File: src/rtl/load_use_hazard_unit.sv
// ID-stage load-use hazard controller: bubbles ID/EX, holds IF/ID and PC, flushes IF/ID on taken branches.
// Optional statistics counters are built only when HAZARD_STATS_EN is defined.
module load_use_hazard_unit #(
  parameter int STALL_CYCLES = 1,
  parameter int CNT_W        = 16
) (
  input  logic             clk_i,
  input  logic             rst_i,
  input  logic             start_i,
  input  logic             ex_MemRead_i,
  input  logic [4:0]       ex_rd_i,
  input  logic [4:0]       id_rs1_i,
  input  logic [4:0]       id_rs2_i,
  input  logic             id_useRs2_i,
  input  logic             branch_taken_i,
  output logic             NoOp_o,
  output logic             Stall_o,
  output logic             PCWrite_o,
  output logic             Flush_o,
  output logic [CNT_W-1:0] hazard_cnt_o,
  output logic [CNT_W-1:0] bubble_cnt_o
);

  localparam logic [0:0] IDLE  = 1'b0;
  localparam logic [0:0] STALL = 1'b1;

  // The hazard cycle itself is the first bubble, so STALL covers the rest.
  localparam logic [2:0] RELOAD = 3'(STALL_CYCLES - 1);

  logic [0:0] state_q;
  logic [0:0] state_d;
  logic [2:0] cnt_q;
  logic [2:0] cnt_d;
  logic       hazard;

  assign hazard = ex_MemRead_i && (ex_rd_i != 5'd0)
                  && ((ex_rd_i == id_rs1_i) || (id_useRs2_i && (ex_rd_i == id_rs2_i)));

  always_comb begin
    // NOTE: every signal gets a default first so no path leaves it unassigned and infers a latch.
    state_d   = state_q;
    cnt_d     = cnt_q;
    NoOp_o    = 1'b0;
    Stall_o   = 1'b0;
    PCWrite_o = 1'b0;
    Flush_o   = 1'b0;

    if (rst_i) begin
      PCWrite_o = 1'b1;
    end else if (!start_i) begin
      // Pipeline frozen: state, count and all enables held off.
    end else if (state_q == STALL) begin
      NoOp_o  = 1'b1;
      Stall_o = 1'b1;
      if (cnt_q > 3'd1) begin
        cnt_d = cnt_q - 3'd1;
      end else begin
        cnt_d   = 3'd0;
        state_d = IDLE;
      end
    end else if (hazard) begin
      // Stall beats a taken branch: its operands are not valid yet, so it is re-evaluated later.
      NoOp_o  = 1'b1;
      Stall_o = 1'b1;
      if (STALL_CYCLES > 1) begin
        state_d = STALL;
        cnt_d   = RELOAD;
      end
    end else begin
      PCWrite_o = 1'b1;
      Flush_o   = branch_taken_i;
    end
  end

  always_ff @(posedge clk_i) begin
    // NOTE: sequential state uses non-blocking assignments so all flops update from pre-edge values.
    if (rst_i) begin
      state_q <= IDLE;
      cnt_q   <= 3'd0;
    end else begin
      state_q <= state_d;
      cnt_q   <= cnt_d;
    end
  end

`ifdef HAZARD_STATS_EN
  logic             hazard_event;
  logic [CNT_W-1:0] hazard_cnt_q;
  logic [CNT_W-1:0] bubble_cnt_q;

  assign hazard_event = !rst_i && start_i && (state_q == IDLE) && hazard;

  // Both counters saturate rather than wrap.
  always_ff @(posedge clk_i) begin
    if (rst_i) begin
      hazard_cnt_q <= '0;
      bubble_cnt_q <= '0;
    end else begin
      if (hazard_event && (hazard_cnt_q != '1)) begin
        hazard_cnt_q <= hazard_cnt_q + CNT_W'(1);
      end
      if (NoOp_o && (bubble_cnt_q != '1)) begin
        bubble_cnt_q <= bubble_cnt_q + CNT_W'(1);
      end
    end
  end

  assign hazard_cnt_o = hazard_cnt_q;
  assign bubble_cnt_o = bubble_cnt_q;
`else
  assign hazard_cnt_o = '0;
  assign bubble_cnt_o = '0;
`endif

endmodule

File: config.mk
export PLATFORM = sky130hd
export DESIGN_NAME = load_use_hazard_unit
export DESIGN_NICKNAME = d
export VERILOG_FILES = /design/src/rtl/load_use_hazard_unit.sv
export SDC_FILE = /design/constraint.sdc
export NUM_CORES = 1
export LEC_CHECK = 0
export BUFFER_PORTS_ARGS = -buffer_cell sky130_fd_sc_hd__buf_2
export CAP_MARGIN = 5
export CORE_ASPECT_RATIO = 0.9
export CORE_MARGIN = 3
export CORE_UTILIZATION = 39
export CTS_CLUSTER_SIZE = 10
export DETAILED_ROUTE_END_ITERATION = 12
export PLACE_DENSITY_LB_ADDON = 0.2
export SLEW_MARGIN = 5
export SYNTH_ARGS = -nofsm -noshare
export SYNTH_HDL_FRONTEND = slang
export SYNTH_SLANG_ARGS = --single-unit
File: constraint.sdc
create_clock -name clk_i -period 2.1 [get_ports clk_i]
set_input_delay 0 -clock clk_i [delete_from_list [all_inputs] [get_ports clk_i]]
set_output_delay 0 -clock clk_i [all_outputs]
set_load 0.03 [all_outputs]
==> results of run 1 <==
layout make-up:
class                           count  area (um^2)  share of cell area
Multi-Input combinational cell     72          398               0.602
Inverter                            3         11.3              0.0170
Timing Repair Buffer               25          130               0.197
Tap cell                           15         18.8              0.0284
Clock buffer                        3         22.5              0.0341
Sequential cell                     4         80.1               0.121
placed cells by master (no fill, tap or decap):
cell type and count:
conb_1 32, or3_1 2, o21ai_0 1, o21ba_2 2, o21a_1 1, nor2_1 1
clkbuf_4 3, o22ai_1 1, inv_1 3, dlygate4sd3_1 1, nand2_1 7, nand4_1 1
dfxtp_1 4, a22o_1 1, a211oi_1 2, nor3_1 1, buf_2 24, xnor2_1 10
and2_0 1, nand3_1 2, or4_1 1, xor2_1 1, nor2b_1 1, ha_1 2
a21oi_1 2
worst reg2reg max path: stages (launching register included):
cell     delay (ps)
dfxtp_1         340
inv_1            70
ha_1            180
o21ba_2         220
nor2_1           60
or3_1           340
a21oi_1         130
per-stage QoR:
step	util	cells	worst slack, ps
after global placement	0.429	118	734
after CTS	0.451	122	684
final	0.451	122	694
after floorplan	-	112	604
after detailed placement	0.429	118	705
after global routing	0.451	122	565
worst min-delay path by stage:
stage / endpoint / slack [ps] / cells after the start / from
2_1_floorplan: cnt_q[0] / 70 / 1 / rst_i
3_3_place_gp: cnt_q[0] / 240 / 2 / rst_i
3_5_place_dp: cnt_q[1] / 250 / 2 / rst_i
4_1_cts: state_q / 3 / 2 / start_i
5_1_grt: state_q / 10 / 2 / start_i
6_report: state_q / 10 / 2 / start_i
repair_timing:
item	in CTS	in global routing
hold endpoints to repair	1	0
buffers inserted	0	0
hold buffers	1	0
power by group:
part	total, W	leakage, nW	switching (W)	internal (W)
registers	0.0000764	0.0322	0	0.0000764
clock network	0.0000939	0.0138	0.0000300	0.0000638
logic	0.000139	0.279	0.000105	0.0000346
metal layers:
layer / global-route usage / vias up / part of all wire / wire (um)
met2: 0.174 / 23 / 0.52 / 552
met3: 0.0415 / 0 / 0.097 / 104
met4: 0.0323 / 0 / 0 / 0
li1: - / 251 / - / -
met5: 0 / - / 0 / 0
met1: 0.114 / 209 / 0.39 / 415
state kept, by name, indices dropped and copies added (netlist names):
register and count:
cnt_q 3, state_q 1
logic make-up after synthesis:
logic type | synth area share
compound gates | 0.117
xor+xnor | 0.155
fa+ha+maj | 0.0403
buf+inv | 0.417
flops | 0.129
other cells | 0.00604
simple gates | 0.135
==> run summary, run 1 <==
die area -> 0.00211 mm^2
clock sinks -> 4
number of synthesized flops with an enable pin -> 0
critical path fanouts, max -> 4
Antenna Nets Post-Route -> 0
drt first pass iters -> 4
CP Launch Type -> register
synth warn -> 0
Critical Path RT -> 2270 ps
Lkg Pwr -> 0.325 nW
initial antenna violation count -> 0
critical path type -> register to register
worst reg2reg startpoint -> cnt_q[1]
Post-synth top flop -> dfxtp_1
Critical Path End -> cnt_q[1]
Worst R2R Setup Slack -> 690 ps
Worst Hold Class -> input pin to register
post-synthesis sequential area ratio -> 0.129
final WL -> 1070 um
largest net degree at the start of global routing -> 7
Die H -> 43.8 um
vias per cell -> 3.96
R2R depth -> 6
largest cells by area after synthesis -> buf_4 (40%), xnor2_1 (14%), dfxtp_1 (13%)
clock-pin slew on the worst setup and hold paths -> 40 ps
Hold Fails Final Rpt -> 0
Synth Area per Inst -> 7.66 um^2
Worst VDD drop -> 0.213 mV
Worst path slowest cell -> dfxtp_1
Yosys cell types -> 23
H-tree depth -> 1
Final Skew -> 2.91 ps
io pins -> 57
GP Congestion -> 0.720
Setup TNS Final -> 0 ps
CTS tree -> done
Critical Path AT -> 1570 ps
final net count -> 132
Max clock buf depth -> 2
Fmax -> 711 MHz
Die X -> 48.1 um
Clk Latency, worst-skew pair -> 230 ps
std cell rows -> 13
hpwl dp -> 947 um
Final Power -> 0.000309 W
Cells after Synth -> 81
P&R area growth vs syn -> 6.45%
max-slew violations -> 0
Seq cells post-synth -> 4
Final Setup Violations -> 0
RSZ-0062 raised after global routing -> no
DRC Markers -> 0
largest area contributor in the netlist -> buf_4
first-pass GRT wire length -> 1570 um
WP buf/inv -> 1
CP Cell Sequence -> inv_1 -> ha_1 -> o21ba_2 -> nor2_1 -> or3_1 -> a21oi_1
Hold Slack -> 9.70 ps
Starting Density -> 0.424
min cycle time layout -> 1410 ps
fill cell count -> 158
placed cell area -> 628 um^2
Max Cap Viol -> 0
Worst setup EP type -> register
CTS Buf Count -> 3
initial drt markers -> 6
share of the synthesized area in the top cell type -> 0.399
Power Density -> 468 mW/mm^2
via count -> 483
vias in the first global route -> 378
port buffer count -> 24
Root Driver -> clkbuf_4
Crit path depth -> 6
final instance area -> 661 um^2
Post-CTS Resized -> 0
all-layer global routing usage -> 0.103
outcome -> completed
reg-to-reg endpoint -> cnt_q[1]
most frequent cell after synthesis -> buf_4
share of layout cells above drive strength 1 -> 0.271
post-DR wirelength/cell -> 8.78 um
CP peak stage delay -> 340 ps
n_diodes -> 0
asr flop ratio synth -> 0
Core Area -> 0.00146 mm^2
post-synthesis cell area -> 621 um^2
GRT Residual Overflow -> 0
Top delay family on crit path -> simple AND/OR/NAND/NOR gates
Final Cycle Share -> 0.669
Worst Setup SP -> cnt_q[1]
synth cell count leaders -> buf_4 (33), xnor2_1 (10), nand2_1 (7), dfxtp_1 (4), inv_1 (3)
No activity file was read; power rests on OpenSTA's default activity.
==> run 2, diff against run 1 <==
CORE_UTILIZATION = 36   (was 39)
clock period = 1.3 ns   (was 2.1 ns; I/O delays follow)
==> run summary, run 2 (synthesis gave the netlist of run 1 again) <==
P&R area growth vs syn -> 40.3% (was 6.45%)
Lkg Pwr -> 0.407 nW (was 0.325 nW)
Power Density -> 616 mW/mm^2 (was 468 mW/mm^2)
Final Setup Violations -> 3 (was 0)
Core Area -> 0.00153 mm^2 (was 0.00146 mm^2)
RSZ-0062 raised after global routing -> yes (was no)
Die X -> 49.8 um (was 48.1 um)
GP Congestion -> 0.702 (was 0.720)
clock-pin slew on the worst setup and hold paths -> 40 ps (about the same)
gr busiest metal -> met2 (unchanged)
Comb pwr share -> 0.481 (was 0.450)
M2 GR Usage -> 0.222 (was 0.174)
std cell rows -> 13 (unchanged)
max-slew violations -> 0 (unchanged)
DRC Markers -> 0 (unchanged)
io pins -> 57 (unchanged)
Finished Core Util -> 0.570 (was 0.451)
die area -> 0.00226 mm^2 (was 0.00211 mm^2)
Critical Path RT -> 1300 ps (was 2270 ps)
Cell Count, Final, Fillers Out -> 140 (was 122)
Starting Density -> 0.406 (was 0.424)
Worst Hold Class -> input pin to register (unchanged)
max FFs per register -> 3 (unchanged)
placed insts -> 133 (was 118)
GR Util met1 -> 0.133 (was 0.114)
CTS Buf Count -> 3 (unchanged)
Critical Path AT -> 1330 ps (was 1570 ps)
Top Registers -> cnt_q (3), state_q (1) (unchanged)
commonest non-fill, non-tap cell in the layout -> conb_1 (unchanged)
Pint -> 0.000305 W (was 0.000175 W)
most frequent cells in the layout -> conb_1 (32), buf_2 (18), buf_4 (11) (was conb_1 (32), buf_2 (24), xnor2_1 (10))
post-DR wirelength/cell -> 9.74 um (was 8.78 um)
share of layout cells above drive strength 1 -> 0.458 (was 0.271)
all-layer global routing usage -> 0.122 (was 0.103)
Worst VDD drop -> 0.485 mV (was 0.213 mV)
sequential power share -> 0.230 (was 0.247)
Die H -> 45.4 um (was 43.8 um)
vias in the first global route -> 494 (was 378)
Antenna Nets Post-Route -> 0 (unchanged)
Final Cycle Share -> 1.02
Worst setup EP type -> output port (was register)
largest net degree at the start of global routing -> 6 (was 7)
setup ws final -> -26.1 ps (was 694 ps)
first-pass GRT wire length -> 2060 um (was 1570 um)
Root Driver -> clkbuf_4 (unchanged)
outcome -> complete, but fails checks (was completed)
hpwl dp -> 1100 um (was 947 um)
via count -> 555 (was 483)
port buffer count -> 24 (unchanged)
n_diodes -> 0 (unchanged)
Max Cap Viol -> 0 (unchanged)
clock sinks -> 4 (unchanged)
fill cell count -> 159 (was 158)
Multi-input gate area -> 479 um^2 (was 398 um^2)
vias per cell -> 3.96 (about the same)
Hold Fails Final Rpt -> 0 (unchanged)
critical path fanouts, max -> 3 (was 4)
Hold Slack -> 185 ps (was 9.70 ps)
initial drt markers -> 4 (was 6)
H-tree depth -> 1 (unchanged)
drt first pass iters -> 4 (unchanged)
GRT Residual Overflow -> 0 (unchanged)
final WL -> 1360 um (was 1070 um)
violations in the final reports -> negative setup slack
Fmax -> 754 MHz
met3 usage -> 0.0197 (was 0.0415)
power share of the clock group -> 0.289 (was 0.303)
min cycle time layout -> 1330 ps
Switching Fraction -> 0.432 (was 0.435)
CP Launch Type -> input pin (was register)
sequential standard cell area -> 82.6 um^2 (was 80.1 um^2)
critical path type -> input pin to output port (was register to register)
initial antenna violation count -> 0 (unchanged)
Sw Pwr -> 0.000231 W (was 0.000135 W)
Clk Latency, worst-skew pair -> 230 ps (about the same)
Max clock buf depth -> 2 (unchanged)
Final Skew -> 0.295 ps (was 2.91 ps)
Top reg by flops -> cnt_q (unchanged)
final net count -> 143 (was 132)
CTS tree -> done (unchanged)
==> run 2: cell count changes in the layout (fill, tap and decap cells not counted), sizes merged <==
cell / change
buf: +9
dlygate4sd3: +2
==> run 2: cell type report <==
type,count,area share
Multi-Input combinational cell,72,0.550
Timing Repair Buffer,36,0.284
Sequential cell,4,0.0948
Tap cell,22,0.0316
Clock buffer,3,0.0259
Inverter,3,0.0129
==> run 2: stage by stage <==
stage               power [W]  TNS, ps  setup slack (ps)  area (um^2)
finish               0.000536    -53.7             -26.1          871
global route         0.000564     -219             -64.6          871
CTS                  0.000535     -123             -41.9          820
detailed placement   0.000359     -223             -72.8          712
global placement     0.000358     -171             -62.1          712
floorplan            0.000374        0              12.7          752
==> run 2: worst paths after layout <==
kind	endpoint	slack, ps	from	cells past startpoint
hold / removal	cnt_q[0]	190	start_i	4
setup reg to reg	cnt_q[0]	0	cnt_q[1]	6
setup / recovery	NoOp_o	-30	ex_rd_i[4]	6
hold reg to reg	state_q	530	state_q	2
==> run 2: per-layer routing <==
| layer | routed length (um) | vias to the layer above | part of all wire |
|---|---|---|---|
| met3 | 157 | 2 | 0.12 |
| met5 | 0 | - | 0 |
| li1 | - | 275 | - |
| met4 | 17 | 0 | 0.012 |
| met1 | 491 | 242 | 0.36 |
| met2 | 697 | 36 | 0.51 |
==> run 2: worst max-delay path, cell delays in order <==
cell and delay, ps:
buf_6 90, or4_4 510, o21a_1 220, and2_4 150, a22o_4 220, buf_6 140
==> run 2: what timing repair did <==
action	in CTS	in global routing
hold buffers	3	0
resized for setup	16	9
setup endpoints to repair	6	6
endpoints found under the hold margin	3	0
setup buffers	0	1
pin swaps	5	5
==> run 2: power by group through the flow <==
stage / Clock [W] / Sequential, W / Combinational, W
global placement: 0 / 0.000125 / 0.000232
detailed placement: 0 / 0.000125 / 0.000234
finish: 0.000155 / 0.000123 / 0.000258
global route: 0.000164 / 0.000123 / 0.000277
floorplan: 0 / 0.000125 / 0.000249
CTS: 0.000163 / 0.000123 / 0.000249
